`config.mk`:
```
export PLATFORM = sky130hd
export DESIGN_NAME = fetch_ctrl
export DESIGN_NICKNAME = d
export VERILOG_FILES = /design/src/rtl/fetch_pkg.sv /design/src/rtl/fetch_target_calc.sv /design/src/rtl/fetch_ctrl.sv
export SDC_FILE = /design/constraint.sdc
export NUM_CORES = 1
export LEC_CHECK = 0
export ABC_AREA = 1
export CAP_MARGIN = 40
export CELL_PAD_IN_SITES_DETAIL_PLACEMENT = 2
export CELL_PAD_IN_SITES_GLOBAL_PLACEMENT = 2
export CORE_UTILIZATION = 22
export CTS_BUF_LIST = sky130_fd_sc_hd__clkbuf_4 sky130_fd_sc_hd__clkbuf_8 sky130_fd_sc_hd__clkbuf_16
export CTS_CLUSTER_DIAMETER = 40
export DETAILED_ROUTE_END_ITERATION = 6
export PLACE_DENSITY = 0.89
export SETUP_SLACK_MARGIN = 0.2
export SLEW_MARGIN = 20
export SYNTH_ARGS = -nofsm -noshare
export SYNTH_HDL_FRONTEND = slang
export SYNTH_HIERARCHICAL = 1
export SYNTH_SLANG_ARGS = --single-unit
```
`constraint.sdc`:
```
create_clock -name clk -period 2.7 [get_ports clk]
set_input_delay 0.81 -clock clk [delete_from_list [all_inputs] [get_ports clk]]
set_output_delay 0.81 -clock clk [all_outputs]
set_load 0.01 [all_outputs]
```
`src/rtl/fetch_pkg.sv`:
```
// fetch_pkg: shared types and constants for the instruction-fetch controller.
//   state_e     - controller states (IDLE, REQ, OUT, DROP, HALT)
//   INSTR_W     - instruction word width
//   IMM_W       - redirect immediate width (sign bit is the MSB)
//   ADDR_W_DEF  - default PC / instruction-memory byte-address width
// HALT is only reachable when FETCH_MISALIGN_TRAP_EN is defined.
package fetch_pkg;

    localparam int INSTR_W    = 32;
    localparam int IMM_W      = 21;
    localparam int ADDR_W_DEF = 10;

    typedef enum logic [2:0] {
        ST_IDLE,
        ST_REQ,
        ST_OUT,
        ST_DROP,
        ST_HALT
    } state_e;

endpackage

```
`src/rtl/fetch_target_calc.sv`:
```
// fetch_target_calc: combinational redirect-target adder.
//   redirect_jalr  in   1 = base is rs1_val (jalr), 0 = base is redirect_pc
//   redirect_pc    in   PC of the redirecting instruction
//   immediate      in   signed immediate, sign-extended before the add
//   rs1_val        in   register-file operand for jalr
//   target         out  redirect target, truncated to ADDR_W (wraps)
//   misalign       out  target bit 1 set (only meaningful with the trap enabled)
// Macro FETCH_MISALIGN_TRAP_EN: when defined, target passes through and
// misalign reports bit 1; when undefined, target[1:0] is forced to 0 and
// misalign is constant 0.
module fetch_target_calc
    import fetch_pkg::*;
#(
    parameter int ADDR_W = ADDR_W_DEF
) (
    input  logic               redirect_jalr,
    input  logic [ADDR_W-1:0]  redirect_pc,
    input  logic [IMM_W-1:0]   immediate,
    input  logic [INSTR_W-1:0] rs1_val,
    output logic [ADDR_W-1:0]  target,
    output logic               misalign
);

    logic [INSTR_W-1:0] base;
    logic [INSTR_W-1:0] imm_sext;
    logic [INSTR_W-1:0] sum;
    logic               unused_sum_bits;

    always_comb begin
        base     = redirect_jalr ? rs1_val : INSTR_W'(redirect_pc);
        imm_sext = {{(INSTR_W-IMM_W){immediate[IMM_W-1]}}, immediate};
        sum      = base + imm_sext;
        // jalr targets always have bit 0 cleared
        if (redirect_jalr) begin
            sum[0] = 1'b0;
        end
`ifdef FETCH_MISALIGN_TRAP_EN
        target   = sum[ADDR_W-1:0];
        misalign = sum[1];
`else
        target   = {sum[ADDR_W-1:2], 2'b00};
        misalign = 1'b0;
`endif
    end

    // High bits fall away with the modulo-2^ADDR_W wrap; low bits are
    // consumed only in the trap build.
    assign unused_sum_bits = ^{sum[INSTR_W-1:ADDR_W], sum[1:0]};

endmodule

```
`src/rtl/fetch_ctrl.sv`:
```
// fetch_ctrl: instruction-fetch controller. Owns the PC, issues one
// instruction-memory request at a time (req/ack) and hands each fetched word
// to decode (valid/ready). Applies branch/jal/jalr redirects and discards
// responses made stale by a redirect.
//   clk, reset      clock; synchronous active-high reset
//   redirect_*      redirect request, base select, PC of redirecting instr
//   immediate       signed redirect immediate
//   rs1_val         jalr base register value
//   imem_req/addr   fetch request and byte address (held until imem_ack)
//   imem_ack/rdata  memory response
//   instr_valid     instr / instr_pc valid to decode
//   instr_ready     decode accepts instr this cycle
//   misalign_trap   one-cycle pulse on a misaligned redirect target
// Macro FETCH_MISALIGN_TRAP_EN: enables the misalign trap and HALT state.
// All outputs are registered.
module fetch_ctrl
    import fetch_pkg::*;
#(
    parameter int                ADDR_W   = ADDR_W_DEF,
    parameter logic [ADDR_W-1:0] RESET_PC = '0
) (
    input  logic               clk,
    input  logic               reset,
    input  logic               redirect_valid,
    input  logic               redirect_jalr,
    input  logic [ADDR_W-1:0]  redirect_pc,
    input  logic [IMM_W-1:0]   immediate,
    input  logic [INSTR_W-1:0] rs1_val,
    output logic               imem_req,
    output logic [ADDR_W-1:0]  imem_addr,
    input  logic               imem_ack,
    input  logic [INSTR_W-1:0] imem_rdata,
    output logic               instr_valid,
    output logic [INSTR_W-1:0] instr,
    output logic [ADDR_W-1:0]  instr_pc,
    input  logic               instr_ready,
    output logic               misalign_trap
);

    state_e             state_q, state_d;
    logic [ADDR_W-1:0]  pc_q, pc_d;
    logic [ADDR_W-1:0]  addr_q, addr_d;
    logic [ADDR_W-1:0]  instr_pc_q, instr_pc_d;
    logic [INSTR_W-1:0] instr_q, instr_d;
    logic               req_q, req_d;
    logic               valid_q, valid_d;
    logic               trap_q, trap_d;
    logic [ADDR_W-1:0]  target;
    logic               target_misalign;
    logic               redir;
    logic               take;
`ifdef FETCH_MISALIGN_TRAP_EN
    logic               halt_pend_q, halt_pend_d;
`endif

    fetch_target_calc #(
        .ADDR_W (ADDR_W)
    ) u_target_calc (
        .redirect_jalr (redirect_jalr),
        .redirect_pc   (redirect_pc),
        .immediate     (immediate),
        .rs1_val       (rs1_val),
        .target        (target),
        .misalign      (target_misalign)
    );

    // State register
    always_ff @(posedge clk) begin
        if (reset) begin
            state_q     <= ST_IDLE;
            pc_q        <= RESET_PC;
            addr_q      <= RESET_PC;
            req_q       <= 1'b0;
            valid_q     <= 1'b0;
            instr_q     <= '0;
            instr_pc_q  <= '0;
            trap_q      <= 1'b0;
`ifdef FETCH_MISALIGN_TRAP_EN
            halt_pend_q <= 1'b0;
`endif
        end else begin
            state_q     <= state_d;
            pc_q        <= pc_d;
            addr_q      <= addr_d;
            req_q       <= req_d;
            valid_q     <= valid_d;
            instr_q     <= instr_d;
            instr_pc_q  <= instr_pc_d;
            trap_q      <= trap_d;
`ifdef FETCH_MISALIGN_TRAP_EN
            halt_pend_q <= halt_pend_d;
`endif
        end
    end

    // Next state and PC
    always_comb begin
        state_d = state_q;
        pc_d    = pc_q;
`ifdef FETCH_MISALIGN_TRAP_EN
        halt_pend_d = halt_pend_q;
        // Once a trap is pending, later redirects are ignored.
        redir = redirect_valid && (state_q != ST_HALT) && !halt_pend_q;
`else
        redir = redirect_valid;
`endif
        take   = redir && !target_misalign;
        trap_d = redir && target_misalign;

        if (take) begin
            pc_d = target;
        end

        case (state_q)
            ST_IDLE: state_d = ST_REQ;
            ST_REQ: begin
                if (imem_ack) begin
                    if (!take) begin
                        pc_d    = pc_q + ADDR_W'(4);
                        state_d = ST_OUT;
                    end
                end else if (take) begin
                    state_d = ST_DROP;
                end
            end
            // Redirect wins over instr_ready; both lead back to REQ.
            ST_OUT:  if (take || instr_ready) state_d = ST_REQ;
            ST_DROP: if (imem_ack) state_d = ST_REQ;
`ifdef FETCH_MISALIGN_TRAP_EN
            ST_HALT: state_d = ST_HALT;
`endif
            default: state_d = ST_IDLE;
        endcase

`ifdef FETCH_MISALIGN_TRAP_EN
        // A pending trap overrides the normal flow: keep the PC, let any
        // in-flight request finish in DROP, then park in HALT.
        if (trap_d) begin
            halt_pend_d = 1'b1;
        end
        if (halt_pend_d) begin
            pc_d    = pc_q;
            state_d = (((state_q == ST_REQ) || (state_q == ST_DROP)) && !imem_ack)
                      ? ST_DROP : ST_HALT;
        end
`endif
    end

    // Registered outputs, derived from the upcoming state
    always_comb begin
        req_d      = (state_d == ST_REQ) || (state_d == ST_DROP);
        // DROP keeps the stale address on the bus until its ack.
        addr_d     = (state_d == ST_REQ) ? pc_d : addr_q;
        valid_d    = (state_d == ST_OUT);
        instr_d    = instr_q;
        instr_pc_d = instr_pc_q;
        if ((state_q == ST_REQ) && (state_d == ST_OUT)) begin
            instr_d    = imem_rdata;
            instr_pc_d = addr_q;
        end
    end

    assign imem_req      = req_q;
    assign imem_addr     = addr_q;
    assign instr_valid   = valid_q;
    assign instr         = instr_q;
    assign instr_pc      = instr_pc_q;
    assign misalign_trap = trap_q;

endmodule

```
* Word-level counts from Yosys, hierarchy flattened
Index checks and enable logic that the tools add are counted.
Word-level totals: register bits after elaboration 67
Operators by class: add/sub/neg operators 2, equality and inequality tests 6, multiplexer cells 11, reductions and logical operators 4
Operators by type and width (count):
- $mux W10 | 5
- $mux W3 | 5
- $eq A3 B2 Y1 const B | 4
- $pmux W3 S4 | 1
- $add A10 B10 Y10 | 1
- $add A10 B3 Y10 const B | 1
- $eq A3 B1 Y1 const B | 2
- $logic_not A3 Y1 | 1
- $logic_or A1 B1 Y1 | 2
- $logic_and A1 B1 Y1 | 1

* Longest topological paths before layout
word-level depth 6, depth in mapped cells 16

* Modules after synthesis
The synthesis kept the hierarchy.
Modules (own cells, without submodules):
- fetch_ctrl | times used 1, cells an instance 362, area an instance 2840.2 sq um
- fetch_target_calc | times used 1, cells an instance 104, area an instance 598.1 sq um

* Worst setup path after synthesis
No wires, ideal clock.
path type input to register, start input port redirect_jalr, end register addr_q[8] (netlist: imem_addr[8]), setup time 0.114 ns, data arrival time 2.448 ns, required time 2.586 ns, setup slack 0.139 ns, cell stages on the path 14, cells stage by stage buf_6 > nand2_1 > nand2_1 > ha_1 > a21oi_1 > o21bai_1 > a21oi_1 > nand2_1 > nand2_1 > nand2_1 > or2_2 > nand3_2 > nand2_1 > nor2b_4
Between the ends: longest elaborated chain between the ends 6
Ends and longest elaborated chain:
- start, declared | RTL line fetch_ctrl.sv:25 | input logic redirect_jalr,
- $mux W10 * | RTL line fetch_target_calc.sv:30 | base = redirect_jalr ? rs1_val : INSTR_W'(redirect_pc);
- $add A10 B10 Y10 * | RTL line fetch_target_calc.sv:32 | sum = base + imm_sext;
- via target[8] | RTL line fetch_ctrl.sv:48 | logic [ADDR_W-1:0] target;
- $mux W10 * | RTL line fetch_ctrl.sv:110 | if (take) begin
- $mux W10 | RTL line fetch_ctrl.sv:118 | if (!take) begin
- $mux W10 | RTL line fetch_ctrl.sv:117 | if (imem_ack) begin
- $mux W10 * | RTL line fetch_ctrl.sv:114 | case (state_q)
- end signal, assigned | RTL line fetch_ctrl.sv:84 | addr_q <= addr_d;
- end, declared | RTL line fetch_ctrl.sv:42 | logic [ADDR_W-1:0] addr_q, addr_d;
Mark *: on every way through the listed nets, which the timed path passes. The rest lies on a longest branch. A chain may end at the register's enable or synchronous reset.

* Final worst setup path
start input port immediate[4], end register addr_q[5] (netlist: imem_addr[5])
Between the ends: longest elaborated chain between the ends 5
Ends and longest elaborated chain:
- start, declared | RTL line fetch_ctrl.sv:27 | input logic [IMM_W-1:0] immediate,
- $add A10 B10 Y10 * | RTL line fetch_target_calc.sv:32
- via target[5] | RTL line fetch_ctrl.sv:48
- $mux W10 * | RTL line fetch_ctrl.sv:110
- $mux W10 | RTL line fetch_ctrl.sv:118
- $mux W10 | RTL line fetch_ctrl.sv:117
- $mux W10 * | RTL line fetch_ctrl.sv:114
Marked as above.

==> results.md <==
- Status: finished clean
- Clk_lat worst skew: 0.33 ns
- Die ar.: 16100 sq um
- CP max FO: 4
- Initial antenna violation count: 0
- Wire per inst: 16.9 microns
- Worst-Margin Slew: 0.603 ns
- Slowest stage delay, CP: 0.51 ns
- PwrDens: 532 nW/um^2
- Final Cell Area: 5660 sq um
- Hold slack: 0.463 ns
- Top Family by Delay on Critical Path: buffers and inverters
- Count of unique library cells instantiated by Yosys: 37
- Fraction of synthesis flops using an asynchronous set or reset pin: 0%
- Post-Syn Area: 3440 sq um
- Routed wire length: 13.6 mm
- Clock root buffer: clkbuf_16
- Total track usage: 16.4%
- Post-layout util: 37.3%
- Share of the synthesized area in the top cell type: 39.6%
- Vias in the first global route: 4195
- Synth warn: 6
- Worst endpoint data arrival time: 2.71 ns
- Detail Route Antenna Nets: 0
- Slew Limit Fails: 0
- Commonest cells in the netlist: nand2_1 (127), dfxtp_1 (68), nand3_1 (58)
- 1st-iter DRT viols: 151
- Worst-path cell chain: clkdlybuf4s50_1 > ha_4 > a21oi_4 > o21ai_2 > buf_4 > a21oi_1 > xnor2_1 > nand2_1 > nand2_1 > nor2_1 > nor2_1
- Mapped Cells: 466
- Yosys top cell by area: dfxtp_1
- Unrepaired setup endpoints after global routing: false
- TritonCTS buffer count: 9
- HPWL Detailed: 9.44 mm
- # rows: 45
- H-tree depth: 3
- Most common cell in the synthesized netlist: nand2_1
- Worst EP required: 2.97 ns
- # DRC: 0
- Reg clk slew, reported paths: 0.06 ns
- Drt pass-1 iters: 4
- Flops & latches, synth: 68
- Worst Skew: 0.00551 ns
- Critical path class: in2reg
- Count of input and output buffers: 122
- Layout area overhead: 64.7%
- Leakage: 2.37 nW
- Die Span X: 127 microns
- Clk buf depth: 2
- Nets: 721
- Io pins: 156
- Largest cells by area after synthesis: dfxtp_1 (40%), nand2_1 (14%), nand3_1 (8.4%), a21oi_1 (7.7%), nor2_1 (3.8%)
- Peak supply drop: 254 uV
- Largest net degree at the start of global routing: 43
- Max-cap violations: 0
- Hold Fails Final Rpt: 0
- Via count: 3715
- Hold WC Path Type: reg2reg
- GPL Wtd Cong: 0.756
- CTS sink cnt: 68
- Main synth FF type: dfxtp_1
- Vias/cell: 4.62
- Final setup vio count: 0
- Worst setup EP type: flip-flop
- Slowest stage cell, crit path: clkdlybuf4s50_1
- Dpl cell area: 4950 sq um
- First-pass GRT wire length: 20.8 mm
- Chip height: 127 microns
- Overflow after GRT: 0
- Fmax: 0.410 GHz
- Clock period minus worst slack: 2.44 ns
- Starting Density: 22.6%
- Final period utilization: 90.3%
- CP bufs+invs: 2
- Post-synth EDFFs: 0
- Share of layout cells above drive strength 1: 21.8%
- Worst slew margin: 59.8%
- Post-synthesis sequential area ratio: 39.6%
- CTS tree: yes
- Diode count: 0
- Synth Area per Inst: 7.38 sq um
- Startpoint types: input pin
- Core box area: 15200 sq um
-- cell usage in the layout (no fill, tap or decap), drive strengths merged --
| cell type | count |
|---|---|
| nand4 | 2 |
| a21oi | 53 |
| o21bai | 3 |
| a31oi | 1 |
| a21o | 2 |
| nor3 | 5 |
| ha | 9 |
| mux2i | 2 |
| nor2 | 41 |
| nand2 | 143 |
| clkbuf | 9 |
| nand3b | 1 |
| clkdlybuf4s50 | 101 |
| dfxtp | 68 |
| nand3 | 62 |
| clkinvlp | 1 |
| conb | 4 |
| or2 | 2 |
| inv | 27 |
| dlygate4sd2 | 2 |
| o21ai | 12 |
| bufinv | 2 |
| xnor2 | 1 |
| clkinv | 4 |
| nor2b | 1 |
| xor2 | 5 |
| buf | 36 |
| dlymetal6s2s | 17 |
-- timing repair --
item / in CTS / in global routing
buffers inserted: 4 / 4
resized for setup: 23 / 65
endpoints found under the setup margin: 16 / 10
hold buffers: 0 / 0
pin swaps: 15 / 53
-- logic make-up (layout without fill, tap and decap cells) --
| group | count (synthesis) | after routing | share of synthesized area, % |
|---|---|---|---|
| compound gates | 71 | 71 | 11.1 |
| xor+xnor | 6 | 6 | 1.75 |
| fa+ha+maj | 9 | 9 | 3.28 |
| buf+inv | 51 | 199 | 8.33 |
| flops | 68 | 68 | 39.6 |
| mux | 2 | 2 | 0.582 |
| other cells | 2 | 4 | 0.218 |
| simple gates | 257 | 257 | 35.2 |
-- registers in the layout (all words and copies together), names as in the netlist --
signal         cells
instr             32
imem_addr         10
instr_pc          10
pc_q              10
state_q            3
imem_req           1
instr_valid        1
misalign_trap      1
-- worst reg2reg max path, cell delays in order (launching register included) --
cell and delay [ns]:
dfxtp_1 0.35, inv_1 0.14, nand2_2 0.11, nor2_8 0.28
buf_4 0.39, nand3_1 0.13, a21oi_1 0.22
-- power by group --
| group | internal, W | switching, W | leakage (nW) |
|---|---|---|---|
| Combinational | 0.000328 | 0.000340 | 1.66 |
| Sequential | 0.00104 | 0.0000279 | 0.553 |
| Clock | 0.000813 | 0.000469 | 0.156 |
-- final timing paths --
path	startpoint	to	slack, ns	cells past startpoint
min reg2reg	instr_pc[1]$_SDFFE_PP0P_	instr_pc[1]$_SDFFE_PP0P_	0.46	2
max	immediate[4]	imem_addr[5]$_SDFFE_PP0N_	0.26	11
max reg2reg	state_q[1]$_SDFF_PP0_	instr[29]$_SDFFE_PP0P_	1.00	6
min	instr_pc[1]$_SDFFE_PP0P_	instr_pc[1]$_SDFFE_PP0P_	0.46	2
-- through the flow --
step,power (W),cells,TNS (ns),setup slack [ns]
global placement,0.00159,780,-4.47,-0.462
CTS,0.00297,800,0,0.188
detailed placement,0.00162,780,-6.25,-0.590
finish,0.00301,804,0,0.261
floorplan,0.00135,468,0,0.253
global route,0.00315,804,0,0.161
-- routing by layer --
layer / GRT usage (%) / part of all wire, %
met1: 17.2 / 39
met2: 33.0 / 55
met3: 2.93 / 3.9
met4: 4.27 / 1.4
met5: 0 / 0
-- layout make-up --
type                    count  area [sq um]
clock buffers               9           225
clock inverters             7          98.8
fillers                  1719          9540
inverters                  27           111
multi-input cells         349          2090
flip-flops and latches     68          1360
well taps                 188           235
repair buffers            156          1540
Power figures use the tool's default switching activity.
